### config.mk
export PLATFORM = sky130hd
export DESIGN_NAME = jump_trajectory
export DESIGN_NICKNAME = d
export VERILOG_FILES = /design/src/rtl/jump_trajectory.sv
export SDC_FILE = /design/constraint.sdc
export NUM_CORES = 1
export LEC_CHECK = 0
export ABC_AREA = 1
export BUFFER_PORTS_ARGS = -buffer_cell sky130_fd_sc_hd__buf_2
export CAP_MARGIN = 20
export CORE_ASPECT_RATIO = 0.75
export CORE_MARGIN = 2
export CORE_UTILIZATION = 30
export CTS_CLUSTER_SIZE = 20
export DETAILED_ROUTE_END_ITERATION = 8
export PLACE_DENSITY = 0.55
export SLEW_MARGIN = 20
export SYNTH_ARGS = -nofsm -noshare
export SYNTH_HDL_FRONTEND = slang
export SYNTH_SLANG_ARGS = --single-unit
### constraint.sdc
create_clock -name clk_machine -period 7.1 [get_ports clk_machine]
set_clock_uncertainty 0.05 [all_clocks]
set_input_delay 1.775 -clock clk_machine [delete_from_list [all_inputs] [get_ports clk_machine]]
set_output_delay 1.775 -clock clk_machine [all_outputs]
set_load 0.05 [all_outputs]
### src/rtl/jump_trajectory.sv
// Ballistic jump generator: on an armed launch request it integrates a fixed-point
// vertical velocity under gravity and advances x at a constant rate until landing.
module jump_trajectory #(
    parameter int TICK_DIV = 420000,
    parameter int GRAVITY  = 4,
    parameter int VX_SHIFT = 2
) (
    input  logic        clk_machine,
    input  logic        rst_machine,
    input  logic        i_jump_en,
    input  logic [7:0]  i_jump_v_init,
    input  logic [31:0] i_x_start,
    output logic [31:0] o_jump_dist,
    output logic [31:0] o_jump_height,
    output logic        o_jump_done,
    output logic        o_busy
);

    // state  | meaning
    // IDLE   | waiting; arm set whenever enable is seen low
    // LAUNCH | latch start x and velocities, clear tick counter and arm
    // FLY    | one physics step every TICK_DIV cycles until landing
    // DONE   | single-cycle landing pulse, then back to IDLE

    localparam int TICK_W = 20;

    typedef enum logic [1:0] {S_IDLE, S_LAUNCH, S_FLY, S_DONE} state_t;

    state_t                state_q, state_d;
    logic                  arm_q, arm_d;
    logic [31:0]           dist_q, dist_d;
    logic signed [31:0]    height_q, height_d;
    logic signed [15:0]    vy_q, vy_d;
    logic [7:0]            vx_q, vx_d;
    logic [TICK_W-1:0]     tick_q, tick_d;
    logic signed [31:0]    h_next;
    logic                  step;

    assign step   = (tick_q == TICK_W'(TICK_DIV - 1));
    assign h_next = height_q + $signed({{16{vy_q[15]}}, vy_q});

    always_ff @(posedge clk_machine or posedge rst_machine) begin
        if (rst_machine) begin
            state_q  <= S_IDLE;
            arm_q    <= 1'b0;
            dist_q   <= '0;
            height_q <= '0;
            vy_q     <= '0;
            vx_q     <= '0;
            tick_q   <= '0;
        end else begin
            state_q  <= state_d;
            arm_q    <= arm_d;
            dist_q   <= dist_d;
            height_q <= height_d;
            vy_q     <= vy_d;
            vx_q     <= vx_d;
            tick_q   <= tick_d;
        end
    end

    always_comb begin
        state_d  = state_q;
        arm_d    = arm_q;
        dist_d   = dist_q;
        height_d = height_q;
        vy_d     = vy_q;
        vx_d     = vx_q;
        tick_d   = tick_q;
        case (state_q)
            S_IDLE: begin
                if (!i_jump_en) arm_d = 1'b1;
                if (i_jump_en && arm_q) state_d = S_LAUNCH;
            end
            S_LAUNCH: begin
                dist_d   = i_x_start;
                vy_d     = {8'd0, i_jump_v_init};
                vx_d     = i_jump_v_init >> VX_SHIFT;
                height_d = '0;
                tick_d   = '0;
                arm_d    = 1'b0;
                state_d  = (i_jump_v_init == 8'd0) ? S_DONE : S_FLY;
            end
            S_FLY: begin
                if (step) begin
                    tick_d = '0;
                    dist_d = dist_q + {24'd0, vx_q};
                    // Landing clamps to the block top so the output never goes negative
                    if (h_next <= 0) begin
                        height_d = '0;
                        state_d  = S_DONE;
                    end else begin
                        height_d = h_next;
                        vy_d     = vy_q - 16'(GRAVITY);
                    end
                end else begin
                    tick_d = tick_q + 1'b1;
                end
            end
            S_DONE: state_d = S_IDLE;
            default: state_d = S_IDLE;
        endcase
    end

    assign o_jump_dist   = dist_q;
    assign o_jump_height = $unsigned(height_q);
    assign o_jump_done   = (state_q == S_DONE);
    assign o_busy        = (state_q == S_LAUNCH) || (state_q == S_FLY);

endmodule

==> results of run 1 <==
power by group:
part	switching, mW	leakage (nW)	internal [mW]
Clock	0.261	0.131	0.244
Sequential	0.212	1.43	0.803
Combinational	1.53	3.58	0.577
critical path: stages, from the launching register on:
cell	delay, ps
dfrtp_1	910
ha_1	430
nand2_1	150
inv_1	50
nand2_1	60
nand2_1	80
a21oi_1	290
nand3_1	120
nand2_1	70
nand2_1	100
nor2_1	110
nand3_1	130
nor2_1	200
nand3_2	150
nand3_2	350
inv_2	240
nand2_1	130
nand2_1	50
area by class of cell:
type                       instances  area share
inverter                         191      0.0750
sequential                       109       0.283
multi-input combinational        974       0.507
clock inverter                     5     0.00442
clock buffer                      11      0.0242
timing repair buffer             113      0.0600
tap                              357      0.0464
layout by cell type (no fill, tap or decap), drive strengths merged, types with 10 or more instances in the layout:
cell / instances
clkbuf: 11
xnor2: 14
nor3: 35
buf: 113
nand2: 447
ha: 43
xor2: 17
nor2: 114
dfrtp: 109
nand4: 21
a21oi: 55
nor4: 10
o211ai: 11
o21ai: 75
inv: 192
nand3: 82
state kept, by name, indices dropped and copies added (netlist names):
register,flops
o_jump_dist,32
o_jump_height,32
tick_q,20
vy_q,16
vx_q,6
state_q,2
arm_q,1
stage by stage:
stage	area, um^2	hold slack (ps)	cells
2_1_floorplan	8430	407	1299
3_3_place_gp	9350	428	1744
3_5_place_dp	9350	439	1744
4_1_cts	9620	459	1760
5_1_grt	9630	499	1760
6_report	9630	457	1760
metal layers:
metal | vias up | global-route usage | part of all wire
met4 | 0 | 0.0301 | 0.0048
met2 | 255 | 0.280 | 0.41
met3 | 8 | 0.0335 | 0.061
met5 | - | 0 | 0
li1 | 4375 | - | -
met1 | 4036 | 0.291 | 0.53
cell families (layout without fill, tap and decap cells):
logic type / Yosys count / count (layout) / share of synthesized area
flops: 109 / 109 / 0.324
buf+inv: 216 / 320 / 0.0987
xor+xnor: 31 / 31 / 0.0322
fa+ha+maj: 45 / 45 / 0.0686
mux: 1 / 1 / 0.00119
simple gates: 730 / 730 / 0.365
compound gates: 167 / 167 / 0.110
how the worst max path moves through the flow:
stage,from,end,cells after the start
after floorplan,rst_machine,arm_q,1
after global placement,vy_q[15],o_jump_height[5],15
after detailed placement,vy_q[15],o_jump_height[8],16
after CTS,vy_q[15],o_jump_height[8],16
after global routing,vy_q[15],o_jump_height[13],16
final,vy_q[15],o_jump_height[8],17
==> impl_metrics.yaml, run 1 <==
yosys:
  yosysWarnings: 0
  synth_cells: 1299
  ys_seq_elements: 109
  yosysMostFrequentCell: "nand2_1"
  synthArstFlopShare: 1.00
  synth-edff-count: 0
  synth-seq-area-share: 0.324
  synth-main-ff-cell: "dfrtp_1"
  avgSynthCellArea_um2: 6.49
  netlist_area_um2: 8430
  synthTopCellsByCount: "nand2_1, inv_1, dfrtp_1"
  netlist_top_cells_area: "dfrtp_1, nand2_1, inv_1"
  syn-num-nets: 1387
  yosysTopAreaCellShare: 0.324
  synth_top_area_cell: "dfrtp_1"
  yosysUniqueCellTypes: 45
clock_tree:
  clk_latency_ps: 370
  ctsResizeCount: 0
  clk_path_buf_depth: 2
  cts_hold_buf: 0
  root_buffer: "clkbuf_16"
  cts_tree: "built"
  htree_levels: 3
  cts_buffers: 9
  post_cts_buffers: 0
  clkSinkCount: 109
  path_clk_slew_ps: 80
timing:
  worst_pin_slew_ps: 874
  rsz0062_at_grt: "false"
  setup_slack_ps: 3280
  drv_slew: 0
  setup_violations: 0
  final.min_clock_period_ps: 3820
  max_freq_ghz: 0.262
  fin_crit_sh: 0.538
  hold_violations: 0
  tns_ps: 0
  slew_headroom: 0.417
grt:
  grt_pass1_vias: 8029
  grt-ovfl-total: 0
  grt_usage: 0.190
  antenna_found_initial: 0
  grt_pass1_wl_um: 44000
  grt_max_degree: 76
die:
  chipWidth_um: 198
  initial_core_util: 0.303
  core_region_area_um2: 27900
  io_pins: 109
  die-area_um2: 29500
  die_h_um: 149
  row_count: 53
finish:
  fill_cells: 3048
  final_layout_size_suffix_gt1_frac: 0.112
  fin_util: 0.346
  seqCellArea_um2: 2730
  fin_nets: 1486
  antenna-diode-count: 0
  area_growth_pct: 14.3
  multi_input_area_um2: 4880
route:
  antenna_left: 0
  drt-pass1-iter-count: 5
  drt-initial-drc-count: 570
  wl_um: 27200
  wl_per_cell_um: 15.4
  drc: 0
  vias_per_cell: 4.93
  dr_total_vias: 8674
critical_path:
  ff2ff_path_depth: 17
  critical_path_class: "reg2reg"
  crit_fanout: 19
  crit_arrival_ps: 4020
  r2r-start: "vy_q[15]"
  start_kind: "flip-flop"
  reg2reg_slack_ps: 3280
  reg2reg_to: "o_jump_height[8]"
  endpoint_kind: "flip-flop"
  cp.required_ps: 7300
worst_hold_path:
  min_from: "vx_q[3]"
  hold_path.class: "reg2reg"
  min_path_cells: 2
  min_to: "vx_q[3]"
placement:
  hpwl_um: 21100
  place_congestion: 0.932
  port-buffer-count: 108
  pre_cts_ws_ps: 3320
power_and_ir_drop:
  p_per_area_nw_per_um2: 376
  vdd_drop_max_uv: 136
  power_mw: 3.62
  leakage_nw: 5.15
run:
  drv_cap: 0
run_status:
  status: "finished, final reports clean"
(Power assumes the default switching activity.)
==> inputs of run 2 (changes only) <==
--- a/config.mk
+++ b/config.mk
@@ -5,7 +5,7 @@
 export SDC_FILE = /design/constraint.sdc
 export NUM_CORES = 1
 export LEC_CHECK = 0
-export ABC_AREA = 1
+export ABC_AREA = 0
 export BUFFER_PORTS_ARGS = -buffer_cell sky130_fd_sc_hd__buf_2
 export CAP_MARGIN = 20
 export CORE_ASPECT_RATIO = 0.75
@@ -13,7 +13,7 @@
 export CORE_UTILIZATION = 30
 export CTS_CLUSTER_SIZE = 20
 export DETAILED_ROUTE_END_ITERATION = 8
-export PLACE_DENSITY = 0.55
+export PLACE_DENSITY = 0.57
 export SLEW_MARGIN = 20
 export SYNTH_ARGS = -nofsm -noshare
 export SYNTH_HDL_FRONTEND = slang
==> constraint.sdc (replaced) <==
create_clock -name clk_machine -period 3.1 [get_ports clk_machine]
set_clock_uncertainty 0.05 [all_clocks]
set_input_delay 0.775 -clock clk_machine [delete_from_list [all_inputs] [get_ports clk_machine]]
set_output_delay 0.775 -clock clk_machine [all_outputs]
set_load 0.05 [all_outputs]
==> impl_metrics.yaml, run 2 <==
yosys:
  synth-edff-count: 0
  netlist_area_um2: 7560
  synth-seq-area-share: 0.361
  avgSynthCellArea_um2: 8.23
  yosysUniqueCellTypes: 69
  syn-num-nets: 1007
  netlist_top_cells_area: "dfrtp_1, ha_1, nand2_1"
  synthArstFlopShare: 1.00
  yosysWarnings: 0
  synth_top_area_cell: "dfrtp_1"
  ys_seq_elements: 109
  yosysMostFrequentCell: "nand2_1"
  yosysTopAreaCellShare: 0.361
  synthTopCellsByCount: "nand2_1, dfrtp_1, nor2_1"
  synth-main-ff-cell: "dfrtp_1"
  synth_cells: 919
critical_path:
  critical_path.max_stage_delay_ps: 420
  worst-path-stages: 15
  r2r-start: "vy_q[0]"
  reg2reg_to: "state_q[1]"
  start_kind: "flip-flop"
  path_cells: "ha_4 > fa_2 > a21o_4 > a221o_1 > a31oi_4 > nor3_2 > a41o_1 > nor4_4 > buf_4 > nand4b_1 > nor4_2 > a41o_2 > buf_12 > nand2_4 > mux2_4"
  crit_arrival_ps: 4130
  path_buf_inv: 2
  crit_fanout: 6
  critical_path_class: "reg2reg"
  slowest_stage: "dfrtp_1"
  cp.required_ps: 3310
  crit_start: "vy_q[0]"
  endpoint_kind: "flip-flop"
  reg2reg_slack_ps: -820
  crit_family: "compound AO/OA/AOI/OAI gates"
  ff2ff_path_depth: 15
route:
  drt-initial-drc-count: 504
  drt-pass1-iter-count: 5
  drc: 0
  wl_um: 25600
  dr_total_vias: 7931
  vias_per_cell: 5.11
  antenna_left: 0
  wl_per_cell_um: 16.5
power_and_ir_drop:
  p_int_mw: 2.36
  p_per_area_nw_per_um2: 320
  pwr-share-clk: 0.386
  netSwitchingFraction: 0.305
  vdd_drop_max_uv: 249
  p_seq_frac: 0.468
  p_switching_mw: 1.04
  comb_power_share: 0.146
  leakage_nw: 4.99
  power_mw: 3.39
grt:
  grt-ovfl-total: 0
  grt_pass1_vias: 7507
  grt_max_degree: 64
  antenna_found_initial: 0
  grt_pass1_wl_um: 40700
  grt_usage: 0.192
die:
  die_h_um: 142
  die-area_um2: 26500
  initial_core_util: 0.304
  core_region_area_um2: 24800
  chipWidth_um: 187
  row_count: 50
  io_pins: 109
finish:
  stdcell_count: 1552
  fill_cells: 2528
  fin_nets: 1297
  seqCellArea_um2: 2740
  multi_input_area_um2: 4800
  area_growth_pct: 40.2
  final_layout_size_suffix_gt1_frac: 0.329
  fin_util: 0.427
  final_common_cell: "buf_4"
  fin_area_um2: 10600
  antenna-diode-count: 0
  final_cell_mix: "buf_4, nand2_1, buf_2"
clock_tree:
  clk_path_buf_depth: 2
  path_clk_slew_ps: 80
  cts_hold_buf: 0
  root_buffer: "clkbuf_16"
  clk_latency_ps: 380
  htree_levels: 3
  clkSinkCount: 109
  cts_tree: "built"
  cts_buffers: 9
run_status:
  status: "finished with violations"
  violations: "negative setup slack"
timing:
  worst_pin_slew_ps: 1020
  slew_headroom: 0.322
  final.min_clock_period_ps: 3920
  drv_slew: 0
  setup_slack_ps: -823
  hold_violations: 0
  rsz0062_at_grt: "true"
  fin_crit_sh: 1.27
  max_freq_ghz: 0.255
  tns_ps: -29530
  setup_violations: 41
placement:
  dpl_cell_area_um2: 10000
  post-place-cells: 1530
  place_congestion: 0.886
  port-buffer-count: 108
  hpwl_um: 19700
run:
  drv_cap: 0
worst_hold_path:
  hold_path.class: "in2async"
[run 2: changes by cell type after synthesis, sizes merged, moves of 10 or more]
cell,change
nand2,-304
inv,-156
nand3,-47
nor2,-35
o31ai,+21
clkbuf,+16
and3,+14
and2,+12
nor3,-12
a211oi,+11
a21o,+11
a211o,+10
or3,+10
[run 2: what timing repair did]
item	4_1_cts	5_1_grt
endpoints found under the setup margin	47	54
resized for setup	14	32
pin swaps	7	15
setup buffers	4	1
gates cloned	2	0
[run 2: worst register-to-register path, cell delays in order, from the launching register on]
cell	delay (ps)
dfrtp_1	420
ha_4	180
fa_2	360
a21o_4	240
a221o_1	360
a31oi_4	260
nor3_2	70
a41o_1	240
nor4_4	260
buf_4	150
nand4b_1	120
nor4_2	290
a41o_2	330
buf_12	150
nand2_4	60
mux2_4	290
[run 2: how the worst max path moves through the flow]
stage / to / slack (ps)
floorplan: vy_q[4] / -570
global placement: state_q[1] / -900
detailed placement: state_q[1] / -980
CTS: state_q[1] / -760
global route: state_q[1] / -970
finish: state_q[1] / -820
[run 2: logic make-up after synthesis]
kind of cell	count (synthesis)	synth area share
xor+xnor	42	0.0486
buf+inv	73	0.0385
mux	14	0.0195
flops	109	0.361
fa+ha+maj	45	0.0764
compound gates	261	0.223
simple gates	375	0.233
[run 2: metrics by stage]
stage	worst slack, ps	hold WS (ps)
2_1_floorplan	-568	427
3_3_place_gp	-904	443
3_5_place_dp	-976	455
4_1_cts	-765	405
5_1_grt	-968	428
6_report	-823	402
[run 2: final cells by class]
type | instances | share of cell area
inverter | 33 | 0.0120
tap | 338 | 0.0399
clock buffer | 10 | 0.0225
clock inverter | 6 | 0.00791
multi-input combinational | 738 | 0.453
timing repair buffer | 318 | 0.206
sequential | 109 | 0.258
[run 2: power groups by stage]
stage               Sequential (mW)  Clock (mW)  Combinational (mW)
floorplan                      1.70           0               0.229
global placement               1.61           0               0.483
detailed placement             1.61           0               0.490
CTS                            1.59        1.34               0.495
global route                   1.60        1.39               0.546
finish                         1.59        1.31               0.495
[run 2: metal layers]
metal,vias to the layer above,part of all wire,global-route usage,wire [um]
li1,3913,-,-,-
met1,3820,0.52,0.288,13400
met2,189,0.43,0.290,10900
met3,9,0.047,0.0354,1200
met4,0,0.0059,0.0313,152
met5,-,0,0,0
